$ cat src/rtl/pixel_wr_packer.sv
`timescale 1ns/1ps
// pixel_wr_packer
// Packs 32-bit pixel words into 128-bit beats, keeps one complete beat
// pending, and hands it to the DDR3 write stage through a single-request
// handshake. Beat addresses step through a frame buffer region and wrap
// at the end of each frame.
module pixel_wr_packer #(
    parameter logic [25:0] BASE_ADDR   = 26'd0,
    parameter int unsigned FRAME_BEATS = 76800
) (
    input  logic         ddr3_clk,
    input  logic         reset_n,
    input  logic         frame_start,
    input  logic [31:0]  pix_data,
    input  logic         pix_valid,
    output logic         pix_ready,
    output logic         wr_req,
    output logic [25:0]  wr_addr,
    output logic [127:0] wr_data,
    input  logic         wr_done,
    output logic         frame_done
);

    localparam logic [25:0] LAST_OFFSET = 26'(FRAME_BEATS - 1);

    typedef enum logic [1:0] {
        ST_IDLE  = 2'd0,
        ST_ISSUE = 2'd1,
        ST_WAIT  = 2'd2
    } state_t;

    state_t         state_q, state_d;
    logic [1:0]     pack_cnt_q, pack_cnt_d;
    logic [95:0]    pack_q, pack_d;
    logic [25:0]    offset_q, offset_d;
    logic           pend_valid_q, pend_valid_d;
    logic           pend_last_q, pend_last_d;
    logic [25:0]    pend_addr_q, pend_addr_d;
    logic [127:0]   pend_data_q, pend_data_d;
    logic           frame_done_q, frame_done_d;
    logic           accept;
    logic           beat_done;

    // Stall only when a beat is already pending and the pack holds 3 words,
    // i.e. the next word would need a second pending slot. Register-only.
    assign pix_ready  = !(pend_valid_q && (pack_cnt_q == 2'd3));
    assign accept     = pix_valid && pix_ready;
    assign wr_req     = (state_q == ST_ISSUE);
    assign wr_addr    = pend_addr_q;
    assign wr_data    = pend_data_q;
    assign frame_done = frame_done_q;

    // Pack incoming words, promote a full line to the pending slot, and
    // handle frame restart (which only touches the pack and the offset).
    always_comb begin
        pack_d       = pack_q;
        pack_cnt_d   = pack_cnt_q;
        offset_d     = offset_q;
        pend_valid_d = pend_valid_q;
        pend_last_d  = pend_last_q;
        pend_addr_d  = pend_addr_q;
        pend_data_d  = pend_data_q;

        // A pending beat only retires here; a new line can never be loaded
        // in the same cycle because loading needs pend_valid_q low.
        if (beat_done) begin
            pend_valid_d = 1'b0;
        end

        if (frame_start) begin
            // Restart wins over completing a line: the word is word 0.
            pack_cnt_d = 2'd0;
            offset_d   = '0;
            if (accept) begin
                pack_d[31:0] = pix_data;
                pack_cnt_d   = 2'd1;
            end
        end else if (accept) begin
            case (pack_cnt_q)
                2'd0: begin
                    pack_d[31:0] = pix_data;
                    pack_cnt_d   = 2'd1;
                end
                2'd1: begin
                    pack_d[63:32] = pix_data;
                    pack_cnt_d    = 2'd2;
                end
                2'd2: begin
                    pack_d[95:64] = pix_data;
                    pack_cnt_d    = 2'd3;
                end
                default: begin
                    pend_valid_d = 1'b1;
                    pend_data_d  = {pix_data, pack_q};
                    pend_addr_d  = BASE_ADDR + offset_q;
                    pend_last_d  = (offset_q == LAST_OFFSET);
                    pack_cnt_d   = 2'd0;
                    offset_d     = (offset_q == LAST_OFFSET) ? '0 : offset_q + 26'd1;
                end
            endcase
        end
    end

    // Issue FSM: one-cycle request per pending beat, then wait for completion.
    always_comb begin
        state_d      = state_q;
        beat_done    = 1'b0;
        frame_done_d = 1'b0;
        case (state_q)
            ST_IDLE: begin
                if (pend_valid_q) begin
                    state_d = ST_ISSUE;
                end
            end
            ST_ISSUE: begin
                state_d = ST_WAIT;
            end
            ST_WAIT: begin
                if (wr_done) begin
                    beat_done    = 1'b1;
                    frame_done_d = pend_last_q;
                    state_d      = ST_IDLE;
                end
            end
            default: begin
                state_d = ST_IDLE;
            end
        endcase
    end

    // State registers; reset aborts any beat in flight.
    always_ff @(posedge ddr3_clk or negedge reset_n) begin
        if (!reset_n) begin
            state_q      <= ST_IDLE;
            pack_cnt_q   <= 2'd0;
            pack_q       <= '0;
            offset_q     <= '0;
            pend_valid_q <= 1'b0;
            pend_last_q  <= 1'b0;
            pend_addr_q  <= '0;
            pend_data_q  <= '0;
            frame_done_q <= 1'b0;
        end else begin
            state_q      <= state_d;
            pack_cnt_q   <= pack_cnt_d;
            pack_q       <= pack_d;
            offset_q     <= offset_d;
            pend_valid_q <= pend_valid_d;
            pend_last_q  <= pend_last_d;
            pend_addr_q  <= pend_addr_d;
            pend_data_q  <= pend_data_d;
            frame_done_q <= frame_done_d;
        end
    end

endmodule

$ cat config.mk
export PLATFORM = sky130hd
export DESIGN_NAME = pixel_wr_packer
export DESIGN_NICKNAME = d
export VERILOG_FILES = /design/src/rtl/pixel_wr_packer.sv
export SDC_FILE = /design/constraint.sdc
export NUM_CORES = 1
export LEC_CHECK = 0
export ABC_AREA = 1
export CAP_MARGIN = 20
export CELL_PAD_IN_SITES_DETAIL_PLACEMENT = 2
export CELL_PAD_IN_SITES_GLOBAL_PLACEMENT = 2
export CORE_UTILIZATION = 34
export CTS_BUF_LIST = sky130_fd_sc_hd__clkbuf_8
export DETAILED_ROUTE_END_ITERATION = 10
export GPL_ROUTABILITY_DRIVEN = 0
export HOLD_SLACK_MARGIN = 0.15
export PLACE_DENSITY_LB_ADDON = 0.25
export RECOVER_POWER = 25
export SYNTH_ARGS = -nofsm -noshare
export SYNTH_HDL_FRONTEND = slang
export SYNTH_SLANG_ARGS = --single-unit
$ cat constraint.sdc
create_clock -name ddr3_clk -period 1.93 [get_ports ddr3_clk]
set_input_delay 0.579 -clock ddr3_clk [delete_from_list [all_inputs] [get_ports ddr3_clk]]
set_output_delay 0.579 -clock ddr3_clk [all_outputs]
set_load 0.05 [all_outputs]
==> results by stage <==
Run status:
- The flow ran to the end, but the final reports show violations.
- The checks that failed: negative setup slack.

Die:
- The floorplan step set the die width to about 190 um.
- In this run the vertical extent of the chip is 188 um.
- The die footprint is ~35000 um2.
- The core region is around 34000 um2.
- For this configuration, the core starts out at a cell density of 34.7%.
- The number of rows in the core area is 67.
- approximately 190 I/O pins were placed.

Timing:
- The max-slew violation total from the final report is 0.
- The hold slack is between 400 and 500 ps.
- In this run the tightest slew margin relative to its limit is about two fifths.
- Setup violations remaining at the end of the flow were counted as 1.
- After layout, the worst path uses 103% of the clock period.
- Setup repair after global routing could not meet its margin everywhere.
- Static timing analysis puts the maximum clock frequency at slightly above 0.5 GHz.
- In the final timing run, aggregate negative setup slack is -50.3 ps.
- The maximum clock skew at final layout is roughly 33 ps.
- At the pin with the least slew margin, the transition time is ~900 ps.
- The count of endpoints failing hold in the final timing report is 0.
- The clock period minus worst slack is roughly 2000 ps.
- After layout, the worst setup slack is -50.3 ps.

Placement:
- The total half-perimeter wirelength after legalization and detailed placement is approximately 25000 um.
- The number of input and output port buffers inserted is between 150 and 200.

Setup path:
- For the worst setup path, the data arrival time is 1400 ps.
- Traced cell by cell, the critical path runs through ha_2 > nand2_4 > buf_12.
- Among all stages on the critical path, the largest delay is contributed by sky130_fd_sc_hd__dfrtp_1.
- STA classifies the critical path endpoint as an output port.
- The type of origin of the critical path is a flip-flop.
- Along the worst path, the maximum fanout reaches 2.
- At the worst endpoint, the required time is roughly 1400 ps.
- The largest single stage delay on the critical path is roughly 400 ps.
- The critical path is of the reg2out type.

Drt:
- After detailed routing, the number of remaining DRC violations is 0.
- After detailed routing, the number of vias per cell comes to about 4.8.
- In this run, the number of DRC markers left after iteration 0 of detailed routing was 440.
- The count of vias placed by the detailed router is between 9000 and 10000.
- The routed length per instance is roughly 18 um.
- The count of nets left with antenna violations once routing finished came out at 0.
- The first detailed-routing pass ran for 4 iterations.
- The detailed-route wire length is ~36000 um.

Synth:
- Counting distinct cell types in the post-synthesis netlist gives 32.
- The synthesized flop and latch total is between 200 and 300.
- The synthesized design contains 0 enable-type register cells.
- The most frequently used flop master after synthesis is sky130_fd_sc_hd__dfrtp_1.
- The share of the Yosys chip area taken by registers is about three fifths.
- Yosys printed 0 warnings.
- Counting every net in the synthesized netlist gives between 1000 and 1500.
- The synthesized instance count is around 1300.
- The fraction of registers with async set or reset after synthesis is 100%.
- Dividing the synthesized area by the synthesized cell count gives between 9 and 10 um2.
- The synthesized cell area is about 12000 um2.

Clocking:
- The clock tree from TritonCTS is built.
- After clock tree synthesis, the clock-pin slew on the worst setup and hold paths is 60 ps.
- Counting the buffers created by CTS gives 50.
- The clock tree root driver cell is sky130_fd_sc_hd__clkbuf_8.
- The CTS H-tree depth is 2.
- CTS saw about 280 sinks.
- The clock insertion delay at the later pin of the skew report is 580 ps.
- The buffer depth of the longest clock path is 3.

Finish:
- The share of cells above drive strength 1 is 23.1%.
- The synthesis-to-layout area growth is 29.2%.
- The final standard cell utilization of the core is between 40% and 50%.
- The number of nets in the layout is about 1500.

Power:
- Combinational logic is responsible for a little under two fifths of the overall power.
- The net load switching power is approximately 0.0094 W.
- In this run, the clock network consumes a little under a quarter of the power.
- The power density of the placed cells is 1480 nW/um2.
- The switching power as a share of total power is between 40% and 50%.
- The internal power of the cells is 0.0129 W.
- The portion of total power attributed to sequential cells is roughly 40%.
- VDD sags by at most between 0.0009 and 0.001 V.
- In this run the static leakage power is between 7 and 8 nW.

Global routing:
- Entering global routing, the biggest net connects 55 pins.
- The global-route wire length before repair is between 50000 and 60000 um.
- The aggregate global-route resource usage is roughly a fifth.
- The via count of the first global-routing pass is 10600.
- The remaining global-route overflow is 0.
- The initial antenna violation count came to 1.

Min path:
- The worst hold-check path type is reg2reg.

Job:
- The number of max-cap violations is 0.
==> repair_timing <==
action	4_1_cts	5_1_grt
resized for setup	5	2
pin swaps	1	0
hold endpoints to repair	25	0
hold buffers	1	0
setup buffers	2	1
cloned	0	0
setup endpoints to repair	2	14
==> power groups by stage <==
| stage | registers, W | logic, W | clock network, W |
|---|---|---|---|
| final | 0.00872 | 0.00836 | 0.00524 |
| after global routing | 0.00891 | 0.00885 | 0.00569 |
| after CTS | 0.00875 | 0.00848 | 0.00544 |
| after detailed placement | 0.00880 | 0.00838 | 0 |
| after global placement | 0.00870 | 0.00815 | 0 |
| after floorplan | 0.0124 | 0.00163 | 0 |
==> synthesized netlist by cell type (6+ instances only) <==
cell type                  count  area share, %
sky130_fd_sc_hd__nand2_2       6           0.32
sky130_fd_sc_hd__nand3_2       8           0.68
sky130_fd_sc_hd__mux2_2       32            3.1
sky130_fd_sc_hd__nand4_1       6           0.32
sky130_fd_sc_hd__nor2_1       47            1.5
sky130_fd_sc_hd__xor2_1        7           0.52
sky130_fd_sc_hd__inv_1        81            2.6
sky130_fd_sc_hd__o21ai_0     135            5.8
sky130_fd_sc_hd__nand2_1     525             17
sky130_fd_sc_hd__nand3_1      23           0.98
sky130_fd_sc_hd__ha_1          6           0.64
sky130_fd_sc_hd__buf_4        21            1.3
sky130_fd_sc_hd__buf_2        26            1.1
sky130_fd_sc_hd__inv_2         6           0.19
sky130_fd_sc_hd__clkbuf_1      8           0.26
sky130_fd_sc_hd__dfrtp_1     283             61
sky130_fd_sc_hd__nor2_2        6           0.32
==> critical path: cells and delay by family (launching register included) <==
kind	cells	cell delay, ps
buffers and inverters	1	140
adder cells (fa/ha/maj)	1	190
flip-flops	1	400
AND/OR/NAND/NOR	1	90
==> area by class of cell <==
cell class | count | area (um2)
Antenna cell | 1 | 2.50
Clock buffer | 57 | 785
Clock inverter | 29 | 141
Fill cell | 3670 | 18600
Inverter | 87 | 328
Multi-Input combinational cell | 830 | 3960
Sequential cell | 283 | 7080
Tap cell | 448 | 561
Timing Repair Buffer | 248 | 2260
==> path summary, 6_finish.rpt <==
kind / from / to / slack, ps / depth (start not counted)
max: pack_cnt_q[1] / pix_ready / -50 / 3
min: pack_q[64] / wr_data[64] / 460 / 2
max reg2reg: pack_cnt_q[1] / pack_q[16] / 60 / 7
min reg2reg: pack_q[64] / wr_data[64] / 460 / 2
max in group asynchronous: reset_n / wr_addr[15] / 230 / 3
min in group asynchronous: reset_n / pack_q[89] / 680 / 2
==> sequential cells by signal, indices dropped and copies added (netlist names) <==
signal	flops
offset_q	26
pend_valid_q	1
wr_data	128
pack_q	96
pack_cnt_q	2
frame_done	1
state_q	2
wr_addr	26
pend_last_q	1
==> cells in the final DEF, fill, tap and decap left out, types with 3 or more instances in the layout <==
cell and instances:
sky130_fd_sc_hd__clkdlybuf4s50_1 35, sky130_fd_sc_hd__nand3_2 8, sky130_fd_sc_hd__nand2_2 5, sky130_fd_sc_hd__inv_2 5
sky130_fd_sc_hd__clkbuf_8 57, sky130_fd_sc_hd__o21ai_2 5, sky130_fd_sc_hd__buf_6 3, sky130_fd_sc_hd__nor2_2 5
sky130_fd_sc_hd__nand2_1 524, sky130_fd_sc_hd__mux2_2 32, sky130_fd_sc_hd__dfrtp_1 282, sky130_fd_sc_hd__nand4_1 6
sky130_fd_sc_hd__nor2_4 5, sky130_fd_sc_hd__o22ai_2 4, sky130_fd_sc_hd__buf_12 24, sky130_fd_sc_hd__xor2_1 7
sky130_fd_sc_hd__buf_4 183, sky130_fd_sc_hd__inv_1 107, sky130_fd_sc_hd__nand2_4 4, sky130_fd_sc_hd__nor2_1 46
sky130_fd_sc_hd__nand3_1 23, sky130_fd_sc_hd__o21ai_0 135, sky130_fd_sc_hd__ha_1 5
==> layer usage <==
metal / wire [um] / part of all wire [%] / vias to the layer above / GRT usage [%]
li1: - / - / 4410 / -
met1: 15900 / 44 / 4867 / 26.8
met2: 17800 / 49 / 193 / 35.5
met3: 1580 / 4.4 / 75 / 3.82
met4: 1010 / 2.8 / 0 / 6.75
met5: 0 / 0 / - / 0
==> logic make-up after synthesis <==
kind of cell / synth area share, %
AOI/OAI and AO/OA: 6.99
xor gates and xnor gates: 0.674
adders and majority gates: 0.642
buffers and inverters: 5.87
DFF: 60.5
muxes: 3.08
and+or+nand+nor: 22.2
==> through the flow <==
| step | setup slack, ps | instances | area (um2) | power (W) |
|---|---|---|---|---|
| 2_1_floorplan | 166 | 1258 | 11700 | 0.0140 |
| 3_3_place_gp | -166 | 1892 | 14200 | 0.0169 |
| 3_5_place_dp | -278 | 1892 | 14200 | 0.0172 |
| 4_1_cts | -102 | 1981 | 15200 | 0.0227 |
| 5_1_grt | -105 | 1982 | 15100 | 0.0235 |
| 6_report | -50.3 | 1983 | 15100 | 0.0223 |
No activity file was read; power rests on OpenSTA's default activity.
